`src/rtl/threshold_detect_pkg.sv`:
```
// ---------------------------------------------------------------------------
// threshold_detect_pkg
//
// Shared definitions for the threshold-detector stage of the switching
// median filter:
//   state_e     - sequencer states (IDLE, RUN, DRAIN)
//   DATA_W_DEF  - default pixel / absolute-difference width
//   ABS_W       - operand width of the generic abs_diff helper
//   abs_diff()  - magnitude of the difference of two unsigned values
// ---------------------------------------------------------------------------
package threshold_detect_pkg;

  localparam int DATA_W_DEF = 8;

  // abs_diff works on a fixed wide operand so one helper serves every
  // DATA_W up to ABS_W; callers zero-extend in and truncate out.
  localparam int ABS_W = 32;

  typedef enum logic [1:0] {
    IDLE  = 2'd0,
    RUN   = 2'd1,
    DRAIN = 2'd2
  } state_e;

  // The subtraction is one bit wider than the operands so the borrow tells
  // us which operand was larger; the magnitude then always fits back into
  // ABS_W bits and never wraps.
  function automatic logic [ABS_W-1:0] abs_diff(input logic [ABS_W-1:0] a,
                                                input logic [ABS_W-1:0] b);
    logic [ABS_W:0] diff;
    logic [ABS_W:0] negDiff;
    diff    = {1'b0, a} - {1'b0, b};
    negDiff = ~diff + {{ABS_W{1'b0}}, 1'b1};
    if (diff[ABS_W]) begin
      abs_diff = negDiff[ABS_W-1:0];
    end else begin
      abs_diff = diff[ABS_W-1:0];
    end
  endfunction

endpackage

```
`src/rtl/abs_diff_stage.sv`:
```
// ---------------------------------------------------------------------------
// abs_diff_stage
//
// First pipeline stage of the threshold detector. Registers the accepted
// (CV, MV) pair plus its end-of-frame tag and presents the combinational
// absolute difference |CV - MV| of the registered pair.
//
// Ports:
//   Clk       in   clock, rising edge
//   Reset_n   in   asynchronous active-low reset
//   Flush_i   in   synchronous flush (abort); clears the valid flag
//   Adv_i     in   pipeline advance; stage holds when low
//   Accept_i  in   a new pair is accepted this cycle
//   Last_i    in   the accepted pair is the final one of the frame
//   Cv_i      in   centre value
//   Mv_i      in   median value
//   Valid_o   out  stage holds a valid pair
//   Last_o    out  registered end-of-frame tag
//   Cv_o      out  registered centre value
//   Mv_o      out  registered median value
//   Ad_o      out  |Cv_o - Mv_o|, range 0..2^DATA_W-1
//
// DATA_W must not exceed threshold_detect_pkg::ABS_W.
// ---------------------------------------------------------------------------
module abs_diff_stage
  import threshold_detect_pkg::*;
#(
  parameter int DATA_W = DATA_W_DEF
) (
  input  logic              Clk,
  input  logic              Reset_n,
  input  logic              Flush_i,
  input  logic              Adv_i,
  input  logic              Accept_i,
  input  logic              Last_i,
  input  logic [DATA_W-1:0] Cv_i,
  input  logic [DATA_W-1:0] Mv_i,
  output logic              Valid_o,
  output logic              Last_o,
  output logic [DATA_W-1:0] Cv_o,
  output logic [DATA_W-1:0] Mv_o,
  output logic [DATA_W-1:0] Ad_o
);

  logic              s1Valid_q, s1Valid_d;
  logic              s1Last_q,  s1Last_d;
  logic [DATA_W-1:0] s1Cv_q,    s1Cv_d;
  logic [DATA_W-1:0] s1Mv_q,    s1Mv_d;

  // Next-state for the stage-1 register. When the pipeline cannot advance
  // everything holds so a stalled pair is neither dropped nor duplicated.
  // Data is only loaded on a real accept so idle cycles do not toggle it.
  always_comb begin
    s1Valid_d = s1Valid_q;
    s1Last_d  = s1Last_q;
    s1Cv_d    = s1Cv_q;
    s1Mv_d    = s1Mv_q;
    if (Flush_i) begin
      s1Valid_d = 1'b0;
    end else if (Adv_i) begin
      s1Valid_d = Accept_i;
      if (Accept_i) begin
        s1Last_d = Last_i;
        s1Cv_d   = Cv_i;
        s1Mv_d   = Mv_i;
      end
    end
  end

  // Stage-1 register with asynchronous clear.
  always_ff @(posedge Clk or negedge Reset_n) begin
    if (!Reset_n) begin
      s1Valid_q <= 1'b0;
      s1Last_q  <= 1'b0;
      s1Cv_q    <= '0;
      s1Mv_q    <= '0;
    end else begin
      s1Valid_q <= s1Valid_d;
      s1Last_q  <= s1Last_d;
      s1Cv_q    <= s1Cv_d;
      s1Mv_q    <= s1Mv_d;
    end
  end

  assign Valid_o = s1Valid_q;
  assign Last_o  = s1Last_q;
  assign Cv_o    = s1Cv_q;
  assign Mv_o    = s1Mv_q;
  assign Ad_o    = DATA_W'(abs_diff(ABS_W'(s1Cv_q), ABS_W'(s1Mv_q)));

endmodule

```
`src/rtl/threshold_detect_ctrl.sv`:
```
// ---------------------------------------------------------------------------
// threshold_detect_ctrl
//
// Sequencer for the threshold-detector stage of the switching median
// filter. Each frame streams FRAME_PIXELS (CV, MV) pairs through a two-stage
// pipeline: stage 1 (abs_diff_stage) registers the pair and forms |CV-MV|,
// stage 2 registers the noise decision (|CV-MV| > threshold) and the
// switched pixel (MV when noisy, CV otherwise).
//
// Ports:
//   Clk          in   clock, rising edge
//   Reset_n      in   asynchronous active-low reset
//   Start        in   begins a frame; honoured only in IDLE
//   Abort        in   flushes the pipeline and returns to IDLE
//   Thresh       in   noise threshold, latched on an accepted Start
//   In_Valid     in   CV/MV pair valid
//   In_Ready     out  pair accepted when In_Valid & In_Ready
//   CV, MV       in   centre and median values
//   Out_Valid    out  output pixel valid
//   Out_Ready    in   downstream ready
//   Out_Pixel    out  switched pixel
//   Out_Noisy    out  pixel classed as impulse noise
//   Out_Last     out  frame's final pixel
//   Busy         out  sequencer not idle
//   Done         out  one-cycle pulse after the last pixel handshakes out
//   Noise_Count  out  (NOISE_COUNT_EN only) noisy pixels handshaked this frame
//
// Build option: define NOISE_COUNT_EN to add the Noise_Count output.
// ---------------------------------------------------------------------------
module threshold_detect_ctrl
  import threshold_detect_pkg::*;
#(
  parameter int DATA_W       = DATA_W_DEF,
  parameter int FRAME_PIXELS = 4096
) (
  input  logic              Clk,
  input  logic              Reset_n,
  input  logic              Start,
  input  logic              Abort,
  input  logic [DATA_W-1:0] Thresh,
  input  logic              In_Valid,
  output logic              In_Ready,
  input  logic [DATA_W-1:0] CV,
  input  logic [DATA_W-1:0] MV,
  output logic              Out_Valid,
  input  logic              Out_Ready,
  output logic [DATA_W-1:0] Out_Pixel,
  output logic              Out_Noisy,
  output logic              Out_Last,
  output logic              Busy,
  output logic              Done
`ifdef NOISE_COUNT_EN
  ,
  output logic [$clog2(FRAME_PIXELS):0] Noise_Count
`endif
);

  localparam int              CNT_W    = $clog2(FRAME_PIXELS);
  localparam logic [CNT_W-1:0] LAST_IDX = CNT_W'(FRAME_PIXELS - 1);

  state_e            state_q,  state_d;
  logic [CNT_W-1:0]  count_q,  count_d;
  logic [DATA_W-1:0] thresh_q, thresh_d;
  logic              done_q,   done_d;

  logic              s2Valid_q, s2Valid_d;
  logic              s2Noisy_q, s2Noisy_d;
  logic              s2Last_q,  s2Last_d;
  logic [DATA_W-1:0] s2Pixel_q, s2Pixel_d;

  logic              adv;
  logic              inReady;
  logic              accept;
  logic              acceptLast;
  logic              outFire;
  logic              startOk;
  logic              isNoisy;

  logic              s1Valid;
  logic              s1Last;
  logic [DATA_W-1:0] s1Cv;
  logic [DATA_W-1:0] s1Mv;
  logic [DATA_W-1:0] s1Ad;

  // The whole pipeline moves in lock-step: it advances whenever the output
  // register is empty or being drained this cycle.
  assign adv        = ~s2Valid_q | Out_Ready;
  assign inReady    = (state_q == RUN) & adv;
  assign accept     = In_Valid & inReady;
  assign acceptLast = accept & (count_q == LAST_IDX);
  assign outFire    = s2Valid_q & Out_Ready;
  assign startOk    = Start & (state_q == IDLE) & ~Abort;

  abs_diff_stage #(
    .DATA_W (DATA_W)
  ) u_absDiff (
    .Clk      (Clk),
    .Reset_n  (Reset_n),
    .Flush_i  (Abort),
    .Adv_i    (adv),
    .Accept_i (accept),
    .Last_i   (acceptLast),
    .Cv_i     (CV),
    .Mv_i     (MV),
    .Valid_o  (s1Valid),
    .Last_o   (s1Last),
    .Cv_o     (s1Cv),
    .Mv_o     (s1Mv),
    .Ad_o     (s1Ad)
  );

  // Strict comparison: a difference equal to the threshold is still clean.
  assign isNoisy = (s1Ad > thresh_q);

  // Sequencer next-state. Abort overrides every other transition. In DRAIN
  // the handshake of the tagged last pixel raises Done for the following
  // cycle; the state leaves DRAIN only after that pulse, so a Start that
  // coincides with Done is still seen outside IDLE and ignored. The pixel
  // count saturates at the last index rather than wrapping.
  always_comb begin
    state_d  = state_q;
    count_d  = count_q;
    thresh_d = thresh_q;
    done_d   = 1'b0;
    if (Abort) begin
      state_d = IDLE;
      count_d = '0;
    end else begin
      case (state_q)
        IDLE: begin
          if (Start) begin
            state_d  = RUN;
            thresh_d = Thresh;
            count_d  = '0;
          end
        end
        RUN: begin
          if (acceptLast) begin
            state_d = DRAIN;
          end else if (accept) begin
            count_d = count_q + CNT_W'(1);
          end
        end
        DRAIN: begin
          if (done_q) begin
            state_d = IDLE;
          end else if (outFire && s2Last_q) begin
            done_d = 1'b1;
          end
        end
        default: begin
          state_d = IDLE;
        end
      endcase
    end
  end

  // Sequencer registers.
  always_ff @(posedge Clk or negedge Reset_n) begin
    if (!Reset_n) begin
      state_q  <= IDLE;
      count_q  <= '0;
      thresh_q <= '0;
      done_q   <= 1'b0;
    end else begin
      state_q  <= state_d;
      count_q  <= count_d;
      thresh_q <= thresh_d;
      done_q   <= done_d;
    end
  end

  // Stage-2 next-state: noise decision and switched pixel. Holding while
  // stalled keeps the Out_* values stable until the downstream accepts.
  always_comb begin
    s2Valid_d = s2Valid_q;
    s2Noisy_d = s2Noisy_q;
    s2Last_d  = s2Last_q;
    s2Pixel_d = s2Pixel_q;
    if (Abort) begin
      s2Valid_d = 1'b0;
    end else if (adv) begin
      s2Valid_d = s1Valid;
      if (s1Valid) begin
        s2Noisy_d = isNoisy;
        s2Last_d  = s1Last;
        s2Pixel_d = isNoisy ? s1Mv : s1Cv;
      end
    end
  end

  // Stage-2 registers, which directly drive the output interface.
  always_ff @(posedge Clk or negedge Reset_n) begin
    if (!Reset_n) begin
      s2Valid_q <= 1'b0;
      s2Noisy_q <= 1'b0;
      s2Last_q  <= 1'b0;
      s2Pixel_q <= '0;
    end else begin
      s2Valid_q <= s2Valid_d;
      s2Noisy_q <= s2Noisy_d;
      s2Last_q  <= s2Last_d;
      s2Pixel_q <= s2Pixel_d;
    end
  end

`ifdef NOISE_COUNT_EN
  logic [CNT_W:0] noiseCount_q, noiseCount_d;

  // Counts noisy pixels that actually leave the block. The counter is one
  // bit wider than the pixel index so a fully noisy frame still fits, and
  // it holds its value after Done until the next frame starts.
  always_comb begin
    noiseCount_d = noiseCount_q;
    if (Abort || startOk) begin
      noiseCount_d = '0;
    end else if (outFire && s2Noisy_q) begin
      noiseCount_d = noiseCount_q + {{CNT_W{1'b0}}, 1'b1};
    end
  end

  // Noise counter register.
  always_ff @(posedge Clk or negedge Reset_n) begin
    if (!Reset_n) begin
      noiseCount_q <= '0;
    end else begin
      noiseCount_q <= noiseCount_d;
    end
  end

  assign Noise_Count = noiseCount_q;
`else
  // Without the counter, an accepted Start only affects the sequencer.
  logic unusedStartOk;
  assign unusedStartOk = startOk;
`endif

  assign In_Ready  = inReady;
  assign Out_Valid = s2Valid_q;
  assign Out_Pixel = s2Pixel_q;
  assign Out_Noisy = s2Noisy_q;
  assign Out_Last  = s2Last_q;
  assign Busy      = (state_q != IDLE);
  assign Done      = done_q;

endmodule
```
`config.mk`:
```
export PLATFORM = sky130hd
export DESIGN_NAME = threshold_detect_ctrl
export DESIGN_NICKNAME = d
export VERILOG_FILES = /design/src/rtl/threshold_detect_pkg.sv /design/src/rtl/abs_diff_stage.sv /design/src/rtl/threshold_detect_ctrl.sv
export SDC_FILE = /design/constraint.sdc
export NUM_CORES = 1
export LEC_CHECK = 0
export CAP_MARGIN = 15
export CORE_MARGIN = 1
export CORE_UTILIZATION = 45
export CTS_CLUSTER_DIAMETER = 120
export DETAILED_ROUTE_END_ITERATION = 8
export PLACE_DENSITY = 0.68
export RECOVER_POWER = 25
export REMOVE_ABC_BUFFERS = 1
export SYNTH_ARGS = -nofsm -noshare
export SYNTH_HDL_FRONTEND = slang
export SYNTH_SLANG_ARGS = --single-unit
```
`constraint.sdc`:
```
create_clock -name Clk -period 9.78 [get_ports Clk]
set_clock_uncertainty 0.15 [all_clocks]
set_input_delay 0.978 -clock Clk [delete_from_list [all_inputs] [get_ports Clk]]
set_output_delay 0.978 -clock Clk [all_outputs]
set_load 0.1 [all_outputs]
```
==> flow_summary.yaml <==
cts:
  post_cts_buffers: 0
  cts_buffers: 5
  ctsHoldBuffers: 0
  clock_latency_ns: 0.31
  clkSinkCount: 52
  clock-root-buffer: "clkbuf_8"
  cts_tree: "yes"
  h-tree-depth: 2
  cts_max_path_buffers: 2
  cts_resized: 0
  clk_pin_slew_ns: 0.10
yosys:
  synth_area_leaders: "dfrtp_1 (45%), ha_1 (7.7%), mux2_2 (4.2%)"
  synth_edf_count: 0
  ys_ff_latch: 52
  synth-seq-area-share: 0.446
  synth_area_leader_cell: "dfrtp_1"
  synth_area_mm2: 0.00292
  synthArstFlopShare: 1.00
  yosys_most_used_dff: "dfrtp_1"
  synthCells: 297
  yosys_warnings: 0
  synthDistinctLibCells: 47
  syn_area_per_cell_um2: 9.82
  yosysTopAreaCellShare: 0.446
grt:
  grt-ovfl-total: 0
  grt_antenna_before_repair: 0
  grt_usage: 0.180
  grt_pass1_vias: 2062
  grt_max_degree: 53
  grt_pass1_wl_um: 9360
drt:
  routedWlPerCell_um: 13.3
  ant_nets: 0
  via_per_inst: 5.30
  routed_wl_um: 5580
  vias: 2226
  drc: 0
  drtIter0Drc: 92
  drt-pass1-iter-count: 5
timing:
  timing.final.hold_violations: 0
  finalSetupViolCount: 0
  finalCritPeriodShare: 0.424
  worstMarginPinSlew_ns: 2.80
  min_period_ns: 4.14
  slew_headroom: -0.867
  tns_ns: 0
  rsz0062_at_grt: "no"
  maxSlewViolCount: 53
  holdWs_ns: 0.370
  fmax_mhz: 241
pwr:
  power_density_mw_per_mm2: 343
  worst_ir_drop_vdd_uv: 230
  power_leakage_nw: 1.53
worst_setup_path:
  worstSetupPathType: "input port to output pin"
  crit_fanout: 5
  r2r-start: "u_absDiff.Cv_o[0]"
  cp_slowest_cell: "clkdlybuf4s50_1"
  r2r_end: "Out_Pixel[5]"
  r2r_slack_ns: 6.09
  rr_worst_depth: 15
  worstPathArrival_ns: 3.01
  cp-end-kind: "output pin"
  required_ns: 8.65
  crit_chain: "clkdlybuf4s50_1 > nor2b_4 > nor3b_2 > clkdlybuf4s50_1"
  max_stage_delay_ns: 1.18
  critical_path.most_common_cell: "clkdlybuf4s50_1"
  start_kind: "input port"
layout:
  finalNonFillerCells: 420
  drive_above_1_share: 0.113
  multi_input_area_mm2: 0.00150
  fill_cells: 548
  area_growth_pct: 20.8
  nets: 393
  regArea_mm2: 0.00130
  diodes: 0
placed_design:
  dp_hpwl_um: 4100
  place_congestion: 0.755
  portBuffers: 43
  place_inst: 412
worst_hold_path:
  whs_path_depth: 1
  min_to: "u_absDiff.Last_o"
  min_path_type: "flop to flop"
  min_from: "u_absDiff.Last_o"
die:
  dieArea_mm2: 0.00680
  num_rows: 28
  die_w_um: 82.5
  boundaryPins: 44
  die_h_um: 82.5
  initial_core_util: 0.478
  core_mm2: 0.00610
run_status:
  failed_checks: "capacitance limit, slew limit"
  status: "finished, violations left"
run:
  cap_violations: 1
==> metal layers <==
layer	routed length [um]	vias up	share of wire	track usage
li1	-	1123	-	-
met1	2840	1062	0.51	0.259
met2	2490	35	0.45	0.278
met3	195	6	0.035	0.0330
met4	52	0	0.0093	0.0466
met5	0	-	0	0
==> worst max-delay path: cells and delay by family <==
family	cells	cell delay [ns]
simple gates	2	0.33
buf+inv	2	1.70
==> stage by stage <==
stage | worst slack (ns) | total power (W) | utilization | area, um^2
3_3_place_gp | 5.67 | 0.00107 | 0.563 | 3430
5_1_grt | 5.57 | 0.00130 | 0.578 | 3520
2_1_floorplan | 5.97 | 0.000904 | - | 2890
3_5_place_dp | 5.62 | 0.00109 | 0.563 | 3430
6_report | 5.64 | 0.00121 | 0.578 | 3520
4_1_cts | 5.63 | 0.00122 | 0.578 | 3530
==> state kept, by name (all words and copies together), names as in the netlist, 2 cells and up <==
| name | cells |
|---|---|
| u_absDiff.Cv_o | 8 |
| count_q | 12 |
| Out_Pixel | 8 |
| state_q | 2 |
| u_absDiff.Mv_o | 8 |
| thresh_q | 8 |
==> final cells by class <==
class / count / area share
Multi-Input combinational cell: 215 / 0.425
Sequential cell: 52 / 0.369
Timing Repair Buffer: 47 / 0.128
Tap cell: 75 / 0.0266
Inverter: 23 / 0.0245
Clock buffer: 5 / 0.0195
Clock inverter: 3 / 0.00639
==> placed cells by master, fill, tap and decap left out, drive strengths merged, types with 3 or more instances in the layout <==
| cell type | instances |
|---|---|
| or2 | 3 |
| xor2 | 5 |
| nand3 | 9 |
| mux2i | 8 |
| and3 | 4 |
| nand2 | 25 |
| xnor2 | 11 |
| dfrtp | 52 |
| o22ai | 3 |
| ha | 18 |
| nand4 | 3 |
| a21o | 3 |
| a21oi | 20 |
| mux2 | 11 |
| or3 | 3 |
| clkdlybuf4s50 | 42 |
| nor2 | 30 |
| clkbuf | 6 |
| nor3 | 4 |
| inv | 24 |
| buf | 4 |
| o21ai | 25 |
| nor3b | 4 |
==> synth_stat cells, types with 4 or more instances <==
master / n
nor3_1: 4
inv_1: 23
mux2i_1: 8
a21oi_1: 20
ha_1: 18
clkbuf_1: 4
xor2_1: 5
and3_1: 4
nor2_1: 29
xnor2_1: 11
mux2_2: 11
o21ai_0: 23
nand3_1: 9
nand2_1: 25
nor3b_2: 4
dfrtp_1: 52
==> power by group <==
| group | switching [W] | internal (W) | leakage (nW) |
|---|---|---|---|
| sequential | 0.0000284 | 0.000262 | 0.659 |
| combinational | 0.000469 | 0.000321 | 0.824 |
| clock | 0.0000757 | 0.0000515 | 0.0485 |
==> worst max path at each step <==
stage,depth (start not counted),start,to
4_1_cts,4,Out_Ready,In_Ready
3_5_place_dp,4,Out_Ready,In_Ready
5_1_grt,4,Out_Ready,In_Ready
2_1_floorplan,14,u_absDiff.Cv_o[0],Out_Pixel[0]
3_3_place_gp,4,Out_Ready,In_Ready
6_report,4,Out_Ready,In_Ready
==> cell families after synthesis <==
kind of cell / synth area share
XOR/XNOR: 0.0481
AO/OA/AOI/OAI: 0.126
flip-flops: 0.446
AND/OR/NAND/NOR: 0.185
buffers and inverters: 0.0399
adder cells (fa/ha/maj): 0.0841
multiplexers: 0.0700
Note: power is estimated with default switching activity, not from simulation.
